--- src/rtl/rega_pkg.sv ---
// rtl/rega_pkg.sv - state codes and default timing for the irrigation sequencer
package rega_pkg;

  typedef enum logic [2:0] {
    IDLE  = 3'd0,
    ASP   = 3'd1,
    GOT   = 3'd2,
    PAUSA = 3'd3,
    ERRO  = 3'd4
  } estado_t;

  localparam int TICK_DIV_DEF = 50_000_000;
  localparam int T_ASP_DEF    = 30;
  localparam int T_GOT_DEF    = 120;
  localparam int T_PAUSA_DEF  = 10;

endpackage

--- src/rtl/rega_sequenciador_if.sv ---
// rtl/rega_sequenciador_if.sv - sensor inputs and actuator outputs of the sequencer
interface rega_sequenciador_if;

  logic       H, M, L;
  logic       Us, Ua, T;
  logic       Bs, Vs, Ve, Al;
  logic [2:0] estado;

  modport master (
    output H, M, L, Us, Ua, T,
    input  Bs, Vs, Ve, Al, estado
  );

  modport slave (
    input  H, M, L, Us, Ua, T,
    output Bs, Vs, Ve, Al, estado
  );

endinterface

--- src/rtl/rega_tick.sv ---
// rtl/rega_tick.sv - free-running prescaler, one-cycle tick every TICK_DIV clocks
module rega_tick #(
  parameter int TICK_DIV = 50_000_000
) (
  input  logic clock,
  input  logic Rst,
  output logic tick
);

  localparam int            W    = $clog2(TICK_DIV);
  localparam logic [W-1:0]  LAST = W'(TICK_DIV - 1);

  logic [W-1:0] cnt;

  always_ff @(posedge clock or negedge Rst) begin
    if (!Rst) begin
      cnt <= '0;
    end else if (cnt == LAST) begin
      cnt <= '0;
    end else begin
      cnt <= cnt + W'(1);
    end
  end

  // Tick is consumed on the TICK_DIV-th edge after reset release.
  assign tick = (cnt == LAST);

endmodule

--- src/rtl/rega_sequenciador.sv ---
// rtl/rega_sequenciador.sv - irrigation FSM: sprinkler/drip runs, lockout, sensor fault, tank inlet
module rega_sequenciador
  import rega_pkg::*;
#(
  parameter int TICK_DIV = TICK_DIV_DEF,
  parameter int T_ASP    = T_ASP_DEF,
  parameter int T_GOT    = T_GOT_DEF,
  parameter int T_PAUSA  = T_PAUSA_DEF
) (
  input  logic            clock,
  input  logic            Rst,
  rega_sequenciador_if.slave io
);

  localparam logic [7:0] LD_ASP   = 8'(T_ASP);
  localparam logic [7:0] LD_GOT   = 8'(T_GOT);
  localparam logic [7:0] LD_PAUSA = 8'(T_PAUSA);

  logic       tick;
  logic [5:0] sync1, sync2;
  logic       h, m, l, us, ua, t;
  logic       err, sprinkler, need;

  estado_t    state;
  logic [7:0] timer;
  logic       started;
  logic       err_ok;
  logic       bs_q, vs_q, ve_q, al_q;
  logic [2:0] estado_q;

  rega_tick #(.TICK_DIV(TICK_DIV)) u_tick (
    .clock (clock),
    .Rst   (Rst),
    .tick  (tick)
  );

  always_ff @(posedge clock or negedge Rst) begin
    if (!Rst) begin
      sync1 <= '0;
      sync2 <= '0;
    end else begin
      sync1 <= {io.H, io.M, io.L, io.Us, io.Ua, io.T};
      sync2 <= sync1;
    end
  end

  assign {h, m, l, us, ua, t} = sync2;
  assign err       = (h & ~m) | (m & ~l);
  assign sprinkler = ~ua & ~t;
  assign need      = ~us;

  always_ff @(posedge clock or negedge Rst) begin
    if (!Rst) begin
      state    <= IDLE;
      timer    <= '0;
      started  <= 1'b0;
      err_ok   <= 1'b0;
      bs_q     <= 1'b0;
      vs_q     <= 1'b0;
      ve_q     <= 1'b0;
      al_q     <= 1'b0;
      estado_q <= '0;
    end else begin
      if (tick) started <= 1'b1;

      bs_q     <= (state == ASP);
      vs_q     <= (state == GOT);
      al_q     <= (state == ERRO) | ~l;
      estado_q <= state;

      if (state == ERRO)  ve_q <= 1'b0;
      else if (!m)        ve_q <= 1'b1;
      else if (h)         ve_q <= 1'b0;

      if (err) begin
        state  <= ERRO;
        err_ok <= 1'b0;
      end else begin
        if (tick && timer != 8'd0) timer <= timer - 8'd1;
        case (state)
          // No run may start before the first tick after reset release.
          IDLE: if (need && (started || tick)) begin
            if (sprinkler && m) begin
              state <= ASP;
              timer <= LD_ASP;
            end else if (!sprinkler && l) begin
              state <= GOT;
              timer <= LD_GOT;
            end
          end
          ASP: if (timer == 8'd0 || !m || us) begin
            state <= PAUSA;
            timer <= LD_PAUSA;
          end
          GOT: if (timer == 8'd0 || !l || us) begin
            state <= PAUSA;
            timer <= LD_PAUSA;
          end
          PAUSA: if (timer == 8'd0) state <= IDLE;
          // err_ok remembers one clean tick; the second consecutive one releases.
          ERRO: if (tick) begin
            if (err_ok) begin
              state <= PAUSA;
              timer <= LD_PAUSA;
            end else begin
              err_ok <= 1'b1;
            end
          end
          default: state <= IDLE;
        endcase
      end
    end
  end

  assign io.Bs     = bs_q;
  assign io.Vs     = vs_q;
  assign io.Ve     = ve_q;
  assign io.Al     = al_q;
  assign io.estado = estado_q;

endmodule

--- src/flat_wrapper.sv ---
// flat-port wrapper written by rule: the top's interface ports become plain ports
module rega_sequenciador_flat import rega_pkg::*;
#(
  parameter int TICK_DIV = TICK_DIV_DEF,
  parameter int T_ASP    = T_ASP_DEF,
  parameter int T_GOT    = T_GOT_DEF,
  parameter int T_PAUSA  = T_PAUSA_DEF
)
  (clock, Rst, io_H, io_M, io_L, io_Us, io_Ua, io_T, io_Bs, io_Vs, io_Ve, io_Al, io_estado);
  rega_sequenciador_if io_i ();
  input  logic clock;
  input  logic Rst;
  input wire logic [$bits(io_i.H)-1:0] io_H;
  input wire logic [$bits(io_i.M)-1:0] io_M;
  input wire logic [$bits(io_i.L)-1:0] io_L;
  input wire logic [$bits(io_i.Us)-1:0] io_Us;
  input wire logic [$bits(io_i.Ua)-1:0] io_Ua;
  input wire logic [$bits(io_i.T)-1:0] io_T;
  output wire logic [$bits(io_i.Bs)-1:0] io_Bs;
  output wire logic [$bits(io_i.Vs)-1:0] io_Vs;
  output wire logic [$bits(io_i.Ve)-1:0] io_Ve;
  output wire logic [$bits(io_i.Al)-1:0] io_Al;
  output wire logic [$bits(io_i.estado)-1:0] io_estado;
  assign io_i.H = io_H;
  assign io_i.M = io_M;
  assign io_i.L = io_L;
  assign io_i.Us = io_Us;
  assign io_i.Ua = io_Ua;
  assign io_i.T = io_T;
  assign io_Bs = io_i.Bs;
  assign io_Vs = io_i.Vs;
  assign io_Ve = io_i.Ve;
  assign io_Al = io_i.Al;
  assign io_estado = io_i.estado;
  rega_sequenciador #(.TICK_DIV(TICK_DIV), .T_ASP(T_ASP), .T_GOT(T_GOT), .T_PAUSA(T_PAUSA)) u_core (.clock(clock), .Rst(Rst), .io(io_i));
endmodule
--- config.mk ---
export PLATFORM = sky130hd
export DESIGN_NAME = rega_sequenciador_flat
export DESIGN_NICKNAME = d
export VERILOG_FILES = /design/src/rtl/rega_pkg.sv /design/src/rtl/rega_sequenciador_if.sv /design/src/rtl/rega_tick.sv /design/src/rtl/rega_sequenciador.sv /design/src/flat_wrapper.sv
export SDC_FILE = /design/constraint.sdc
export NUM_CORES = 1
export LEC_CHECK = 0
export ABC_AREA = 1
export CORE_MARGIN = 2
export CORE_UTILIZATION = 51
export DETAILED_ROUTE_END_ITERATION = 6
export DONT_BUFFER_PORTS = 1
export PLACE_DENSITY = 0.7
export SLEW_MARGIN = 20
export SYNTH_ARGS = -nofsm -noshare
export SYNTH_HDL_FRONTEND = slang
export SYNTH_SLANG_ARGS = --single-unit
--- constraint.sdc ---
create_clock -name clock -period 2.7 [get_ports clock]
set_input_delay 0.27 -clock clock [delete_from_list [all_inputs] [get_ports clock]]
set_output_delay 0.27 -clock clock [all_outputs]
set_load 0.02 [all_outputs]
==> qor.yml, run 1 <==
status: "completed"
ctsHoldBuffers: 8
worstSkewPairLatency_ns: 0.34
syn_area_per_cell_um2: 7.81
fin_skew_ns: 0.00747
top_layer: "met4"
utilization_pct: 59.8
setup_viol: 0
power_mw: 2.37
fp.coreArea_um2: 5890
hpwl_um: 4610
ant_nets: 0
slew_headroom_pct: 56.3
drtPass1Iterations: 4
yosysWarnings: 0
synthMuxAreaShare_pct: 0
initial_core_util_pct: 52.7
postLayoutCellArea_um2: 3520
wl_met1_um: 3120
yosys.area_share.simple_pct: 33.7
syn_nets: 408
p_per_area_nw_per_um2: 673
cp-end-kind: "flop"
grt_pass1_vias: 2428
port_buffers: 0
routed_wl_um: 6220
drt-initial-drc-count: 193
fmax_mhz: 522
cts_sinks: 58
grt_first_pass_wirelength_um: 11000
drv_cap: 0
hold_path_class: "flop to flop"
wl_per_cell_um: 12.6
dieArea_um2: 6720
clk_path_buf_depth: 2
start_kind: "flop"
die_w_um: 82.0
antenna_found_initial: 0
layout_commonest_cell: "nand2_1"
ys_types: 35
drive_gt1_share_pct: 13.8
vias: 2518
required_ns: 2.90
synth_xor_area_share_pct: 2.83
grt.total_usage_pct: 21.5
gr-total-overflow: 0
num_io_pins: 15
fin_tns_setup_ns: 0
yosysSeqAreaShare_pct: 46.8
reg2reg_slack_ns: 0.79
fin_nets: 426
synth_area_um2: 3100
period_share_pct: 70.9
cts_buffers: 9
cts_resized: 0
path_class: "flop to flop"
synthAdderAreaFrac_pct: 1.21
mostFrequentLayoutCells: "nand2_1 (88), inv_1 (62), dfrtp_1 (58)"
dpl_cell_area_um2: 3200
htreeDepth: 3
synth_seq_cells: 58
peakVddDrop_v: 0.000445
hold_viol_final: 0
cts_tree: "built"
slew_violations: 0
leakage_nw: 1.72
tightest_slew_ns: 0.647
arrival_ns: 2.11
gp_congestion: 0.912
rsz0062_at_grt: "false"
cts.clk_slew.worst_paths_ns: 0.07
met3_wirelength_um: 222
drc: 0
grt_max_degree: 59
fp.dieH_um: 82.0
area_growth_pct: 13.5
cts_setup_buffers: 0
rows: 28
synth_compound_area_share_pct: 6.86
layout_min_cycle_time_ns: 1.91
synth_top_family_by_area: "simple AND/OR/NAND/NOR gates"
root_buffer: "clkbuf_8"
synth_cells: 397
finalHoldWorstSlack_ns: 0.349
dr_wl_met2_um: 2840
critPathMaxFanout: 8
viasPerCell: 5.09
antenna_cells: 0
## stage by stage
step | cells | worst slack [ns]
after detailed placement | 471 | 0.822
after global routing | 495 | 0.605
after CTS | 495 | 0.799
after floorplan | 397 | 1.05
final | 495 | 0.786
after global placement | 471 | 0.854
## state kept, by name, indices dropped and copies added (netlist names)
| signal | cells |
|---|---|
| u_core.timer | 8 |
| u_core.sync1 | 6 |
| u_core.io.estado | 3 |
| u_core.io.Vs | 1 |
| u_core.err_ok | 1 |
| u_core.io.Bs | 1 |
| u_core.io.Al | 1 |
| u_core.io.Ve | 1 |
| u_core.u_tick.cnt | 26 |
| u_core.sync2 | 6 |
| u_core.started | 1 |
| u_core.state | 3 |
## layout make-up
class	count	area (um2)
clock buffer	9	124
clock inverter	7	101
fill	533	2370
inverter	67	253
multi-input combinational	269	1380
sequential	58	1450
tap	75	93.8
timing repair buffer	10	113
## cells by family (layout without fill, tap and decap cells)
kind of cell,after synthesis,count (layout)
adder cells (fa/ha/maj),3,3
XOR/XNOR,10,10
AO/OA/AOI/OAI,37,37
flip-flops,58,58
AND/OR/NAND/NOR,219,219
buffers and inverters,70,93
## Yosys cell counts (all sizes together)
library cell	count	area, um2
nand3b	1	7.51
nor2	64	310
a31oi	1	6.26
clkbuf	2	7.51
inv	65	244
nand4	8	50.1
nor4b	2	17.5
xnor2	1	8.76
o21a	1	7.51
o21ai	17	88.8
nor3	6	35.0
a21oi	16	95.1
xor2	9	78.8
buf	1	5.00
nand3	32	175
nand2	102	423
nor4	2	12.5
nor3b	1	7.51
a211oi	2	15.0
clkinv	2	8.75
dfrtp	58	1450
and3	1	6.26
ha	3	37.5
## report_power, final
group          internal, mW  switching [mW]
Clock                 0.527           0.380
Combinational         0.138           0.272
Sequential            0.945           0.107
## metal layers
layer / GRT usage (%) / vias up
met5: 0 / -
met4: 6.00 / 0
met3: 4.95 / 4
met2: 33.4 / 48
met1: 30.3 / 1185
li1: - / 1281
## worst paths after layout
path	cells past startpoint	from	to
worst max-delay path	10	u_core.u_tick.cnt[0]	u_core.timer[4]
worst min-delay path	0	u_core.sync1[4]	u_core.sync2[4]
worst max register to register	10	u_core.u_tick.cnt[0]	u_core.timer[4]
worst min register to register	0	u_core.sync1[4]	u_core.sync2[4]
max in group asynchronous	2	Rst	u_core.err_ok
min in group asynchronous	2	Rst	u_core.io.estado[2]
## critical path, cell delays in order, from the launching register on
cell and delay [ns]:
dfrtp_1 0.39, ha_1 0.20, nand2_1 0.09, nor2_4 0.14, nand3_1 0.09, nor2_1 0.18
nand3_2 0.19, a21oi_1 0.25, nand2_1 0.08, nand3_1 0.10, o21ai_1 0.07
Note: power is estimated with default switching activity, not from simulation.
==> run 2: changes to the inputs <==
Clock period 2.7 ns to 1.9 ns, I/O delays scaled along.
==> qor.yml, run 2 (synthesis results as in run 1) <==
final_cells: 503  # +1.6%
antenna_found_initial: 0  # unchanged
hold_path_class: "flop to flop"
slew_violations: 0  # unchanged
dpl.cell_count: 477  # +1.3%
crit_top_cell: "nor2_4"
leakage_nw: 1.78  # +3.7%
largest_register: "u_core.u_tick.cnt"
status: "completed"
routed_wl_um: 6190  # -0.59%
cp-end-kind: "flop"
slowest_delay_ns: 0.37  # -0.02 ns
multi_input_area_um2: 1450  # +5.1%
grt_pass1_vias: 2325  # -4.2%
num_io_pins: 15  # unchanged
setup_viol: 0  # unchanged
die_w_um: 82.0  # unchanged
cts_buffers: 9  # unchanged
cts_tree: "built"
drv_cap: 0  # unchanged
cts.clk_slew.worst_paths_ns: 0.07  # about the same
p_per_area_nw_per_um2: 929  # +38%
fillCellCount: 516  # -3.2%
drt-initial-drc-count: 172  # -11%
fin_skew_ns: 0.00859  # +0.00111 ns
peakVddDrop_v: 0.000947  # +110%
fin_nets: 434  # +1.9%
fmax_mhz: 547  # +4.7%
layout_commonest_cell: "nand2_1"
grt_max_degree: 59  # unchanged
tightest_slew_ns: 0.376  # -0.271 ns
layout_min_cycle_time_ns: 1.83  # -0.0858 ns
cts_sinks: 58  # unchanged
required_ns: 2.18  # -0.72 ns
top_regs: "u_core.u_tick.cnt (26), u_core.timer (8)"
fp.dieH_um: 82.0  # unchanged
worstSkewPairLatency_ns: 0.35  # about the same
arrival_ns: 2.10  # about the same
slowest_stage: "dfrtp_1"
grt.total_usage_pct: 20.9  # -0.57 points
largest_reg_flops: 26  # unchanged
wl_per_cell_um: 12.3  # -2.2%
drtPass1Iterations: 5  # +1
drc: 0  # unchanged
reg2reg_slack_ns: 0.07  # -0.71 ns
drive_gt1_share_pct: 18.2  # +4.4 points
critPathMaxFanout: 7  # -1
clk_path_buf_depth: 2  # unchanged
gp_congestion: 0.887  # -2.7%
worstPathCellList: "ha_2, nand2_2, nor2_4, nand3_1, nor2_4, nand3_4, buf_4, o21ai_0, nand2_1, a21oi_1"
utilization_pct: 62.0  # +2.2 points
port_buffers: 0  # unchanged
mostFrequentLayoutCells: "nand2_1 (84), inv_1 (62), dfrtp_1 (58)"
initial_core_util_pct: 52.7  # unchanged
gr-total-overflow: 0  # unchanged
ant_nets: 0  # unchanged
dieArea_um2: 6720  # unchanged
vias: 2539  # +0.83%
slew_headroom_pct: 74.6  # +18 points
rows: 28  # unchanged
root_buffer: "clkbuf_8"
hpwl_um: 4460  # -3.3%
regArea_um2: 1450  # unchanged
path_class: "flop to flop"
fp.coreArea_um2: 5890  # unchanged
antenna_cells: 0  # unchanged
start_kind: "flop"
period_share_pct: 96.2  # +25 points
hold_viol_final: 0  # unchanged
grt_first_pass_wirelength_um: 10600  # -3.7%
rsz0062_at_grt: "true"
viasPerCell: 5.05  # -0.77%
area_growth_pct: 17.8
htreeDepth: 3  # unchanged
[run 2: changes by cell type in the layout (fill, tap and decap cells not counted), sizes merged]
cell	delta
buf	+8
clkinv	+2
clkinvlp	-1
inv	-1
[run 2: cell type report]
type / count / share of cell area (%)
Clock inverter: 7 / 2.81
Timing Repair Buffer: 18 / 4.73
Clock buffer: 9 / 3.39
Sequential cell: 58 / 39.8
Multi-Input combinational cell: 269 / 39.8
Inverter: 67 / 6.92
Tap cell: 75 / 2.57
[run 2: through the flow]
stage	worst slack, ns	cell area, um2	hold slack (ns)	total power, mW	TNS (ns)
after global routing	-0.0649	3650	0.360	3.58	-0.297
after CTS	0.0225	3580	0.345	3.41	0
after floorplan	0.251	3100	-0.106	1.93	0
after detailed placement	-0.0188	3240	-0.103	2.05	-0.0188
final	0.0717	3650	0.348	3.39	0
after global placement	-0.0144	3240	-0.103	2.04	-0.0144
[run 2: routing by layer]
| layer | wire (um) | GRT usage (%) | part of all wire (%) | up-vias |
|---|---|---|---|---|
| met5 | 0 | 0 | 0 | - |
| met4 | 73 | 7.83 | 1.2 | 0 |
| met3 | 201 | 5.60 | 3.2 | 6 |
| met2 | 2890 | 31.7 | 47 | 37 |
| met1 | 3020 | 28.8 | 49 | 1196 |
| li1 | - | - | - | 1300 |
[run 2: worst paths after layout]
kind	endpoint	startpoint	cells past startpoint
worst max-delay path	u_core.timer[1]	u_core.u_tick.cnt[1]	10
worst min-delay path	u_core.sync2[0]	u_core.sync1[0]	0
worst min register to register	u_core.sync2[0]	u_core.sync1[0]	0
max in group asynchronous	u_core.u_tick.cnt[18]	Rst	2
min in group asynchronous	u_core.state[0]	Rst	2
worst max register to register	u_core.timer[1]	u_core.u_tick.cnt[1]	10
[run 2: critical path: cells and delay by family, from the launching register on]
| kind | cells | cell delay (ns) |
|---|---|---|
| compound gates | 2 | 0.28 |
| buf+inv | 1 | 0.16 |
| simple gates | 6 | 0.74 |
| fa+ha+maj | 1 | 0.20 |
| flops | 1 | 0.37 |
[run 2: what timing repair did]
action                                 CTS  global route
hold buffers                             8             0
setup endpoints to repair                2            15
gates resized for setup                  1            16
pin swaps                                0             8
endpoints found under the hold margin   64             0
setup buffers                            1             1
[run 2: power by group]
| group | switching, mW | internal, mW | total, mW |
|---|---|---|---|
| Clock | 0.550 | 0.748 | 1.30 |
| Sequential | 0.151 | 1.34 | 1.49 |
| Combinational | 0.394 | 0.205 | 0.599 |
| Total | 1.10 | 2.30 | 3.39 |
==> run 3: changes to the inputs <==
Settings changed: DONT_BUFFER_PORTS 1 to unset, PLACE_DENSITY 0.7 to 0.73, SETUP_SLACK_MARGIN set to 0.02.
==> qor.yml, run 3 (synthesis results as in run 1) <==
multi_input_area_um2: 1440  # -1.0%
htreeDepth: 3  # unchanged
grt.total_usage_pct: 22.7  # +1.8 points
drive_gt1_share_pct: 18.8  # +0.60 points
seqPwrFrac_pct: 39.1  # -5.0 points
comb_power_share_pct: 21.8  # +4.1 points
slew_violations: 0  # unchanged
initial_core_util_pct: 52.7  # unchanged
hold_path_class: "input port to flop"
largest_reg_flops: 26  # unchanged
finalHoldWorstSlack_ns: 0.283  # -0.0649 ns
setup_viol: 0  # unchanged
vias: 2629  # +3.5%
ant_nets: 0  # unchanged
hpwl_um: 4830  # +8.2%
antenna_found_initial: 0  # unchanged
cts.clk_slew.worst_paths_ns: 0.07  # about the same
status: "completed"
die_w_um: 82.0  # unchanged
rows: 28  # unchanged
power.net_switching_mw: 1.12  # +2.0%
required_ns: 2.13  # -0.05 ns
viasPerCell: 5.09  # +0.94%
fp.coreArea_um2: 5890  # unchanged
cts_buffers: 9  # unchanged
cts_tree: "built"
layout_min_cycle_time_ns: 1.82  # -0.00747 ns
gp_congestion: 0.854  # -3.8%
cts_sinks: 58  # unchanged
fp.dieH_um: 82.0  # unchanged
hold_viol_final: 0  # unchanged
grt_first_pass_wirelength_um: 11400  # +7.5%
dpl_cell_area_um2: 3400  # +5.0%
num_io_pins: 15  # unchanged
p_clk_share_pct: 39.1  # +0.8 points
grt_max_degree: 41  # -31%
drtPass1Iterations: 4  # -1
regArea_um2: 1450  # about the same
cp-end-kind: "flop"
period_share_pct: 95.8  # -0.39 points
antenna_cells: 0  # unchanged
mostFrequentLayoutCells: "nand2_1 (85), inv_1 (62), dfrtp_1 (57)"
largest_register: "u_core.u_tick.cnt"
rsz0062_at_grt: "true"
internal-power_mw: 2.52  # +9.8%
port_buffers: 14  # +14
drv_cap: 0  # unchanged
swShare_pct: 30.7  # -1.6 points
peakVddDrop_v: 0.000822  # -13%
drt-initial-drc-count: 158  # -8.1%
routed_wl_um: 6660  # +7.6%
leakage_nw: 1.84  # +3.6%
clk_path_buf_depth: 2  # unchanged
p_per_area_nw_per_um2: 967  # +4.0%
fin_nets: 447  # +3.0%
critPathMaxFanout: 4  # -3
top_regs: "u_core.u_tick.cnt (26), u_core.timer (8)"
root_buffer: "clkbuf_8"
start_kind: "flop"
postLayoutCellArea_um2: 3760  # +3.2%
grt_pass1_vias: 2480  # +6.7%
final_cells: 516  # +2.6%
area_growth_pct: 21.5
tightest_slew_ns: 0.481  # +0.105 ns
fmax_mhz: 549  # +0.41%
layout_commonest_cell: "nand2_1"
wl_per_cell_um: 12.9  # +4.9%
fillCellCount: 511  # -0.97%
utilization_pct: 64.0  # +2.0 points
gr-total-overflow: 0  # unchanged
drc: 0  # unchanged
dpl.cell_count: 493  # +3.4%
path_class: "flop to flop"
dieArea_um2: 6720  # unchanged
slew_headroom_pct: 67.9  # -6.7 points
power_mw: 3.64  # +7.3%
arrival_ns: 2.05  # -0.05 ns
worstSkewPairLatency_ns: 0.35  # about the same
fin_skew_ns: 0.0160  # +0.00738 ns
-- run 3: per-stage QoR --
stage          setup WS [ns]  setup TNS (ns)
2_1_floorplan          0.251               0
3_3_place_gp          0.0301               0
3_5_place_dp        -0.00942        -0.00942
4_1_cts               0.0434               0
5_1_grt              -0.0702          -0.234
6_report              0.0791               0
-- run 3: timing repair --
item / 4_1_cts / 5_1_grt
resized for setup: 2 / 15
cloned: 0 / 0
hold buffers: 1 / 0
endpoints found under the hold margin: 18 / 0
pin swaps: 0 / 10
buffers inserted: 1 / 5
setup endpoints to repair: 2 / 15
-- run 3: power groups by stage --
stage / logic [mW] / clock network [mW] / registers [mW]
after floorplan: 0.433 / 0 / 1.49
after global placement: 0.752 / 0 / 1.44
after detailed placement: 0.754 / 0 / 1.44
after CTS: 0.767 / 1.45 / 1.42
after global routing: 0.893 / 1.51 / 1.44
final: 0.794 / 1.42 / 1.42
-- run 3: final cells by class --
type	count	share of cell area (%)
clock buffer	9	3.29
sequential	58	38.6
multi-input combinational	269	38.2
tap	75	2.49
clock inverter	7	3.32
timing repair buffer	31	7.38
inverter	67	6.75
-- run 3: worst paths after layout --
check                                     startpoint                    end  slack (ns)  depth (start not counted)
worst max-delay path            u_core.u_tick.cnt[0]  u_core.u_tick.cnt[24]        0.08                         12
worst min-delay path                            io_T        u_core.sync1[0]        0.28                          1
worst max register to register  u_core.u_tick.cnt[0]  u_core.u_tick.cnt[24]        0.08                         12
worst min register to register       u_core.sync1[3]        u_core.sync2[3]        0.34                          0
max in group asynchronous                        Rst        u_core.timer[0]        0.99                          3
min in group asynchronous                        Rst   u_core.u_tick.cnt[8]        0.34                          2
-- run 3: metal layers --
layer | share of wire, % | global-route usage, %
met5 | 0 | 0
met4 | 1.7 | 8.50
met3 | 3.4 | 5.71
met2 | 47 | 34.9
met1 | 48 | 31.0
-- run 3: worst max-delay path, stage by stage (launching register included) --
cell and delay [ns]:
dfrtp_1 0.36, ha_2 0.20, nand2_2 0.07, nor2_4 0.17
nand2_2 0.10, nor2_4 0.12, nand3_2 0.11, nor2_4 0.17
nand2_2 0.10, inv_4 0.08, nand2_2 0.05, xor2_1 0.13
inv_1 0.05
